--- src/rtl/uart_autobaud.sv ---
// Autobaud detector: times the falling edges of a 0x55 sync character
// and derives the prescaler divider in clocks per oversample tick.
module uart_autobaud #(
   parameter int InitialDivider = 16,
   parameter int OverSample     = 8,
   parameter int MaxInterval    = 262143
) (
   input  logic        i_clk,
   input  logic        i_rst,
   input  logic        i_rx,
   input  logic        i_arm,
   output logic        o_busy,
   output logic [15:0] o_scaler,
   output logic        o_valid,
   output logic        o_error
);

   localparam int          Shift  = 3 + $clog2(OverSample);
   localparam logic [23:0] Half   = 24'(1) << (Shift - 1);
   localparam logic [20:0] MaxLim = 21'(MaxInterval);

   typedef enum logic [2:0] {
      IDLE,
      WAIT_HIGH,
      WAIT_EDGE,
      MEASURE,
      RESULT
   } state_t;

   state_t state, state_d;

   logic        rx_m, rx_s, rx_q;
   logic        fall;
   logic [19:0] cnt;
   logic [19:0] i0;
   logic [22:0] total;
   logic [1:0]  idx;
   logic        err_d, val_d, take;
   logic [20:0] tol, lim, diff;
   logic        tmo, in_tol;
   logic [23:0] sum, r;
   logic        r_ok;

   always_ff @(posedge i_clk) begin
      if (i_rst) begin
         rx_m <= 1'b1;
         rx_s <= 1'b1;
         rx_q <= 1'b1;
      end else begin
         rx_m <= i_rx;
         rx_s <= rx_m;
         rx_q <= rx_s;
      end
   end

   assign fall   = rx_q & ~rx_s;
   assign o_busy = (state != IDLE);

   // Widened to 21 bits so the tolerance window never wraps.
   always_comb begin
      tol = {1'b0, i0} >> 2;
      lim = (idx == 2'd0) ? MaxLim : ({1'b0, i0} + tol);
      tmo = ({1'b0, cnt} > lim);
      if (cnt >= i0)
         diff = {1'b0, cnt} - {1'b0, i0};
      else
         diff = {1'b0, i0} - {1'b0, cnt};
      in_tol = (diff <= tol);
      sum    = {1'b0, total} + Half;
      r      = sum >> Shift;
      r_ok   = (r >= 24'd2) && (r <= 24'hFFFF);
   end

   always_ff @(posedge i_clk) begin
      if (i_rst)
         state <= IDLE;
      else
         state <= state_d;
   end

   always_comb begin
      state_d = state;
      err_d   = 1'b0;
      val_d   = 1'b0;
      take    = 1'b0;
      unique case (state)
         IDLE: begin
            if (i_arm && !o_valid && !o_error)
               state_d = WAIT_HIGH;
         end
         WAIT_HIGH: begin
            if (rx_s)
               state_d = WAIT_EDGE;
         end
         WAIT_EDGE: begin
            if (fall)
               state_d = MEASURE;
         end
         MEASURE: begin
            if (tmo) begin
               err_d   = 1'b1;
               state_d = IDLE;
            end else if (fall) begin
               if (idx == 2'd0) begin
                  take = 1'b1;
               end else if (in_tol) begin
                  take = 1'b1;
                  if (idx == 2'd3)
                     state_d = RESULT;
               end else begin
                  err_d   = 1'b1;
                  state_d = IDLE;
               end
            end
         end
         RESULT: begin
            state_d = IDLE;
            if (r_ok)
               val_d = 1'b1;
            else
               err_d = 1'b1;
         end
         default: state_d = IDLE;
      endcase
   end

   always_ff @(posedge i_clk) begin
      if (i_rst) begin
         cnt      <= '0;
         i0       <= '0;
         total    <= '0;
         idx      <= '0;
         o_scaler <= 16'(InitialDivider);
         o_valid  <= 1'b0;
         o_error  <= 1'b0;
      end else begin
         o_valid <= val_d;
         o_error <= err_d;
         if (fall)
            cnt <= 20'd1;
         else if (!(&cnt))
            cnt <= cnt + 20'd1;
         if (state == WAIT_EDGE) begin
            idx   <= '0;
            total <= '0;
         end
         if (take) begin
            if (idx == 2'd0) begin
               i0    <= cnt;
               total <= {3'b000, cnt};
            end else begin
               total <= total + {3'b000, cnt};
            end
            idx <= idx + 2'd1;
         end
         if (val_d)
            o_scaler <= r[15:0];
      end
   end

endmodule

--- config.mk ---
export PLATFORM = sky130hd
export DESIGN_NAME = uart_autobaud
export DESIGN_NICKNAME = d
export VERILOG_FILES = /design/src/rtl/uart_autobaud.sv
export SDC_FILE = /design/constraint.sdc
export NUM_CORES = 1
export LEC_CHECK = 0
export BUFFER_PORTS_ARGS = -buffer_cell sky130_fd_sc_hd__buf_2
export CAP_MARGIN = 20
export CORE_UTILIZATION = 40
export CTS_CLUSTER_DIAMETER = 150
export DETAILED_ROUTE_END_ITERATION = 12
export GPL_ROUTABILITY_DRIVEN = 0
export PLACE_DENSITY_LB_ADDON = 0.15
export SYNTH_ARGS = -nofsm -noshare
export SYNTH_HDL_FRONTEND = slang
export SYNTH_SLANG_ARGS = --single-unit
--- constraint.sdc ---
create_clock -name i_clk -period 14.5 [get_ports i_clk]
set_clock_uncertainty 0.05 [all_clocks]
set_input_delay 2.9 -clock i_clk [delete_from_list [all_inputs] [get_ports i_clk]]
set_output_delay 2.9 -clock i_clk [all_outputs]
set_load 0.05 [all_outputs]
==> results.md, run 1 <==
* Sequential-to-total area share from yosys stat at 19.0%
* # H-tree levels at 3
* Power per standard cell area at approximately 63 nW/um^2
* Die Ht at 155 um
* Clock slew at reported path FFs at approximately 0.08 ns
* Post-route ant nets at 0
* Die W at 155 um
* Yosys cell types at 82
* Leak at between 4 and 5 nW
* Fin nets at 1323
* Syn-to-layout area delta at 5.99%
* Dominant synthesized flop cell: dfxtp_1
* CP max FO at 22
* Detailed Route WL at between 20 and 30 mm
* Mapped Nets at 1339
* Final hold vios at 0
* Critical Path Source Type: register
* CTS tree: done
* Syn_area_per_cell at about 7.7 um^2
* EDFF count, synth at 0
* Antenna diodes at 0
* Synth Area in XOR/XNOR at 6.83%
* Fill count at between 2000 and 2500
* Mux share of post-synthesis cell area at between 5 and 6%
* Starting Density at 41.1%
* Commonest cells after routing, fill and taps aside: 128 x nor2_1, 119 x ha_1, 105 x a21oi_1
* Place WS at 7.85 ns
* Final worst slack at just under 8 ns
* Yosys warns at 0
* First-pass iteration count of the detailed router at 5
* Slew Limit Headroom at between 20% and 30%
* Cell row count at 55
* Share of cells above drive strength 1 at under 10%
* Register bit count reported by yosys at between 80 and 90
* Pin count of the biggest net entering global routing at 65
* Number of placed I/O pins at 23
* DRC viols at 0
* Worst-Skew Late Latency at about 0.36 ns
* Final period utilization at around 46%
* Main combinational cell family by area after synthesis: compound AO/OA/AOI/OAI gates
* Total GRT Usage at roughly 24%
* Post-CTS Setup Repair Bufs at 0
* First-pass GRT wire length at 45.5 mm
* Placed instance count at ~1500
* Core area at 22800 um^2
* Routed wire per std cell at approximately 19 um
* Slew Viols, Final at 0
* Synth Instances at ~1200
* CTS resizes at 0
* Layout Cells excl Fill at about 1500
* Period minus WS final at about 6.6 ns
* Actual slew at the worst max-slew pin at roughly 1.1 ns
* Final setup fails at 0
* Total CTS buffers at 9
* Asr flop ratio synth at 0%
* Setup crit end kind: register
* Final design utilization at about 44%
* Number of max-cap violations at 0
* Design area at a little under 10000 um^2
* Cell Area, Synth at between 9000 and 10000 um^2
* Vias in the first global route at 8300
* I/O Buffers at 22
* Most area-hungry cell type in the Yosys netlist: dfxtp_1
* Area after DPL at between 9000 and 10000 um^2
* Initial antenna violation count at 0
* Fmax at approximately 0.15 GHz
* Max IR drop VDD at between 0.00005 and 0.00006 V
* Overall power at around 0.62 mW
* Synth top area cells: dfxtp_1 19%, ha_1 16%, a21oi_1 5.7%, mux2i_1 5.2%, nor2_1 5.1%
* DR vias at between 8000 and 9000
* CP required at 14.68 ns
* Congestion Overflow GR at 0
* Synth Area in Compound Gates at approximately a quarter
* Most common cell after layout, fill and taps aside: nor2_1
* Via density at 5.84
* Hold buffer count at cts at 0
* Root Buffer: clkbuf_16
* Crit path kind: register to register
* Bufs on Longest Clock Path at 2
* Critical Path AT at slightly below 7 ns
* Top-area cell type share of the netlist area at about a fifth
* Unrepaired setup endpoints after global routing: false
* Hold slack at around 0.36 ns
* Post-Synth Simple-Gate Area at between 20% and 30%
* Hold Crit Class: register to register
* TNS Setup at 0 ns
* Clock Sinks at a little under 90
* DP Wirelength at approximately 22 mm
* Status: finished clean
* Synth Area in Adders at 16.9%
* DR iter-0 viols at ~660
* Full die area at 24000 um^2
[cell families after synthesis]
family / after synthesis
buf+inv: 118
fa+ha+maj: 124
xor+xnor: 73
mux: 50
compound gates: 340
flops: 89
simple gates: 417
[where the power goes]
group	leakage, nW	total (mW)	internal, mW	switching [mW]
clock network	0.138	0.247	0.134	0.113
registers	0.718	0.249	0.246	0.00290
logic	3.58	0.125	0.0461	0.0791
total	4.44	0.620	0.426	0.195
[cell type report]
class                   instances  area, um^2  share of cell area, %
multi-input cells            1004        7040                   71.0
clock buffers                   9         225                   2.27
repair buffers                 29         183                   1.84
well taps                     313         392                   3.95
flip-flops and latches         89        1780                   18.0
clock inverters                 6        67.6                  0.681
inverters                      62         233                   2.35
[per-layer routing]
metal / vias up / share of wire [%] / GRT usage, %
met5: - / 0 / 0
li1: 4390 / - / -
met3: 43 / 4.1 / 3.04
met1: 4132 / 48 / 32.7
met4: 0 / 2.3 / 7.31
met2: 263 / 46 / 40.0
[worst paths after layout]
path                                           start                endpoint  slack, ns  cells past startpoint
worst max-delay path            cnt[16]$_SDFFE_PP0N_  total[11]$_SDFFE_PP0P_       7.89                     20
worst min-delay path                 rx_m$_SDFF_PP1_         rx_s$_SDFF_PP1_       0.36                      1
worst max register to register  cnt[16]$_SDFFE_PP0N_  total[11]$_SDFFE_PP0P_       7.89                     20
worst min register to register       rx_m$_SDFF_PP1_         rx_s$_SDFF_PP1_       0.36                      1
[state kept, by name (all words and copies together), names as in the netlist, 2 cells and up]
signal	flops
i0	20
o_scaler	16
cnt	20
idx	2
state	3
total	23
[Yosys cell counts (all sizes together) (4+ instances only)]
library cell / n
a21oi: 106
o21bai: 12
ha: 120
nand2b: 17
nand4: 23
fa: 4
a22oi: 4
nor4: 8
a31o: 4
or4: 5
inv: 61
a211oi: 31
nand3: 36
o22ai: 5
buf: 34
o211ai: 10
nor2: 128
xor2: 25
and3: 12
o31ai: 8
a211o: 7
or3: 15
and4: 7
mux2i: 49
nor3b: 5
o21a: 9
dfxtp: 89
nand2: 96
a21o: 32
a21boi: 4
o2111ai: 5
a221oi: 4
nor2b: 4
nor3: 36
and2: 6
or2: 14
clkbuf: 22
o21ai: 56
xnor2: 48
a31oi: 9
[worst max-delay path, cell delays in order, from the launching register on]
cell and delay, ns:
dfxtp_1 0.60, inv_1 0.24, ha_1 0.52, nand4_1 0.23
or2_0 0.28, or4_1 0.47, o311ai_2 0.14, o21ba_1 0.37
buf_16 0.24, mux2i_1 0.30, xnor2_1 0.18, ha_1 0.29
a21oi_1 0.17, nand2_1 0.07, a221oi_1 0.32, a21oi_1 0.12
o31ai_1 0.75, o2111ai_2 0.38, a31o_1 0.31, buf_4 0.25
mux2i_1 0.17
(Power assumes the default switching activity.)
==> run 2, diff against run 1 <==
clock period = 6.1 ns   (was 14.5 ns; I/O delays follow)
==> results.md, run 2 (same netlist as run 1, synthesis figures left out) <==
* Crit-path cells: ha_1 > fa_1 > a211oi_1 > o211ai_1 > nand3_1 > nand2_1 > or2_2 > a21oi_1 > xnor2_1 > nor2_1 > ha_1 > nand4_1 > nor4_1 > o31a_1 > nor4_2 > o311ai_2 > or2_4 > mux2i_1 > nor2_1
* Initial antenna violation count at 0
* Antenna diodes at 0
* CP max FO at 20
* Clk pwr share at about two fifths
* Full die area at 24000 um^2
* Clock slew at reported path FFs at 0.07 ns
* Slew Limit Headroom at 44.2%
* Slowest CP cell: o311ai_2
* # H-tree levels at 3
* Max IR drop VDD at ~0.00013 V
* Die W at 155 um
* Fmax at around 0.17 GHz
* Design area at 10100 um^2
* Starting Density at approximately two fifths
* Hold Startpoint: rx_m$_SDFF_PP1_
* Final setup fails at 0
* Largest register by flop count: total
* Commonest cells after routing, fill and taps aside: 128 x nor2_1, 119 x ha_1, 105 x a21oi_1
* Post-CTS Setup Repair Bufs at 0
* Period minus WS final at approximately 5.7 ns
* Total CTS buffers at 9
* TNS Setup at 0 ns
* DR iter-0 viols at a little under 600
* CP required at roughly 6.3 ns
* Unrepaired setup endpoints after global routing: false
* Comb power frac at 20.3%
* Crit path kind: register to register
* Worst-Skew Late Latency at ~0.36 ns
* Top flop regs: total: 23 flops, cnt: 20 flops, i0: 20 flops
* Hold Path End: rx_s$_SDFF_PP1_
* Most common cell after layout, fill and taps aside: nor2_1
* Vias in the first global route at between 8000 and 9000
* R2R Path Start: i0[2]$_SDFFE_PP0P_
* I/O Buffers at 22
* Die Ht at approximately 150 um
* Setup crit end kind: register
* Total GRT Usage at 23.2%
* CTS tree: done
* First-pass iteration count of the detailed router at 5
* Final hold vios at 0
* Critical Path Max Stage Delay at 0.71 ns
* Syn-to-layout area delta at 7.79%
* Sequential share of power at between 40% and 50%
* Fin nets at ~1300
* Bufs on Longest Clock Path at 2
* DR vias at about 8700
* Final design utilization at between 40 and 50%
* Congestion Overflow GR at 0
* Area after DPL at 9790 um^2
* Via density at approximately 5.6
* DRC viols at 0
* Worst hold stages at 1
* Leak at roughly 4.6 nW
* Max FFs per register at 23
* Root Buffer: clkbuf_16
* Share of cells above drive strength 1 at approximately 8.3%
* Core area at approximately 23000 um^2
* Pin count of the biggest net entering global routing at 65
* Detailed Route WL at 27.2 mm
* Cell row count at 55
* Status: finished clean
* Critical Path AT at around 5.9 ns
* Number of max-cap violations at 0
* Critical Path Source Type: register
* Internal power at 0.980 mW
* Worst r2r dst: i0[8]$_SDFFE_PP0P_
* Power per standard cell area at 141 nW/um^2
* Worst-case reg-to-reg path depth at 19
* Actual slew at the worst max-slew pin at 0.835 ns
* First-pass GRT wire length at roughly 44 mm
* Clock Sinks at 89
* DP Wirelength at ~21 mm
* Final period utilization at between 90 and 100%
* Routed wire per std cell at ~18 um
* Hold Crit Class: register to register
* Post-route ant nets at 0
* FF-to-FF setup slack at about 0.36 ns
* Switching power at ~0.45 mW
* Slew Viols, Final at 0
* Number of placed I/O pins at 23
* Net Sw Frac at between 30 and 40%
* Fill count at 2353
run 2: timing repair:
| action | CTS | global route |
|---|---|---|
| gates resized for setup | 0 | 2 |
| setup endpoints to repair | 0 | 20 |
| hold buffers | 0 | 0 |
run 2: layer usage:
layer / wire length [um] / GRT usage, % / vias to the layer above
met5: 0 / 0 / -
met3: 727 / 2.34 / 24
li1: - / - / 4433
met1: 14000 / 33.5 / 4068
met4: 466 / 6.41 / 0
met2: 12000 / 36.3 / 139
run 2: cell type report:
type                    instances  area, um^2  area share (%)
clock buffers                  10         229            2.27
inverters                      62         233            2.31
flip-flops and latches         89        1780            17.7
well taps                     313         392            3.88
repair buffers                 52         355            3.52
multi-input cells            1004        7050            69.9
clock inverters                 6        51.3           0.508
run 2: power by group through the flow:
stage | sequential, mW | combinational (mW) | clock (mW)
after detailed placement | 0.602 | 0.286 | 0
after CTS | 0.588 | 0.288 | 0.562
after global routing | 0.589 | 0.318 | 0.582
after global placement | 0.601 | 0.285 | 0
after floorplan | 0.603 | 0.202 | 0
final | 0.588 | 0.289 | 0.549
run 2: worst max-delay path: cells and delay by family (launching register included):
family          cells  cell delay [ns]
fa+ha+maj           3             0.99
compound gates      5             1.74
flops               1             0.37
mux                 1             0.25
simple gates        9             2.07
xor+xnor            1             0.14
run 2: worst max-delay path by stage:
stage / from / endpoint / cells after the start
4_1_cts: i0[2]$_SDFFE_PP0P_ / i0[8]$_SDFFE_PP0P_ / 19
3_3_place_gp: i0[2]$_SDFFE_PP0P_ / i0[19]$_SDFFE_PP0P_ / 19
3_5_place_dp: i0[2]$_SDFFE_PP0P_ / i0[8]$_SDFFE_PP0P_ / 19
5_1_grt: i0[2]$_SDFFE_PP0P_ / i0[8]$_SDFFE_PP0P_ / 19
6_report: i0[2]$_SDFFE_PP0P_ / i0[8]$_SDFFE_PP0P_ / 19
2_1_floorplan: cnt[16]$_SDFFE_PP0N_ / total[19]$_SDFFE_PP0P_ / 24
run 2: metrics by stage:
stage                     hold WS (ns)  worst slack, ns  total power [mW]  cells
after floorplan                  0.339             1.04             0.804   1211
after global placement           0.346            0.191             0.886   1519
after detailed placement         0.349            0.150             0.888   1519
after CTS                        0.372            0.102              1.44   1535
after global routing             0.389            0.135              1.49   1536
final                            0.367            0.357              1.43   1536
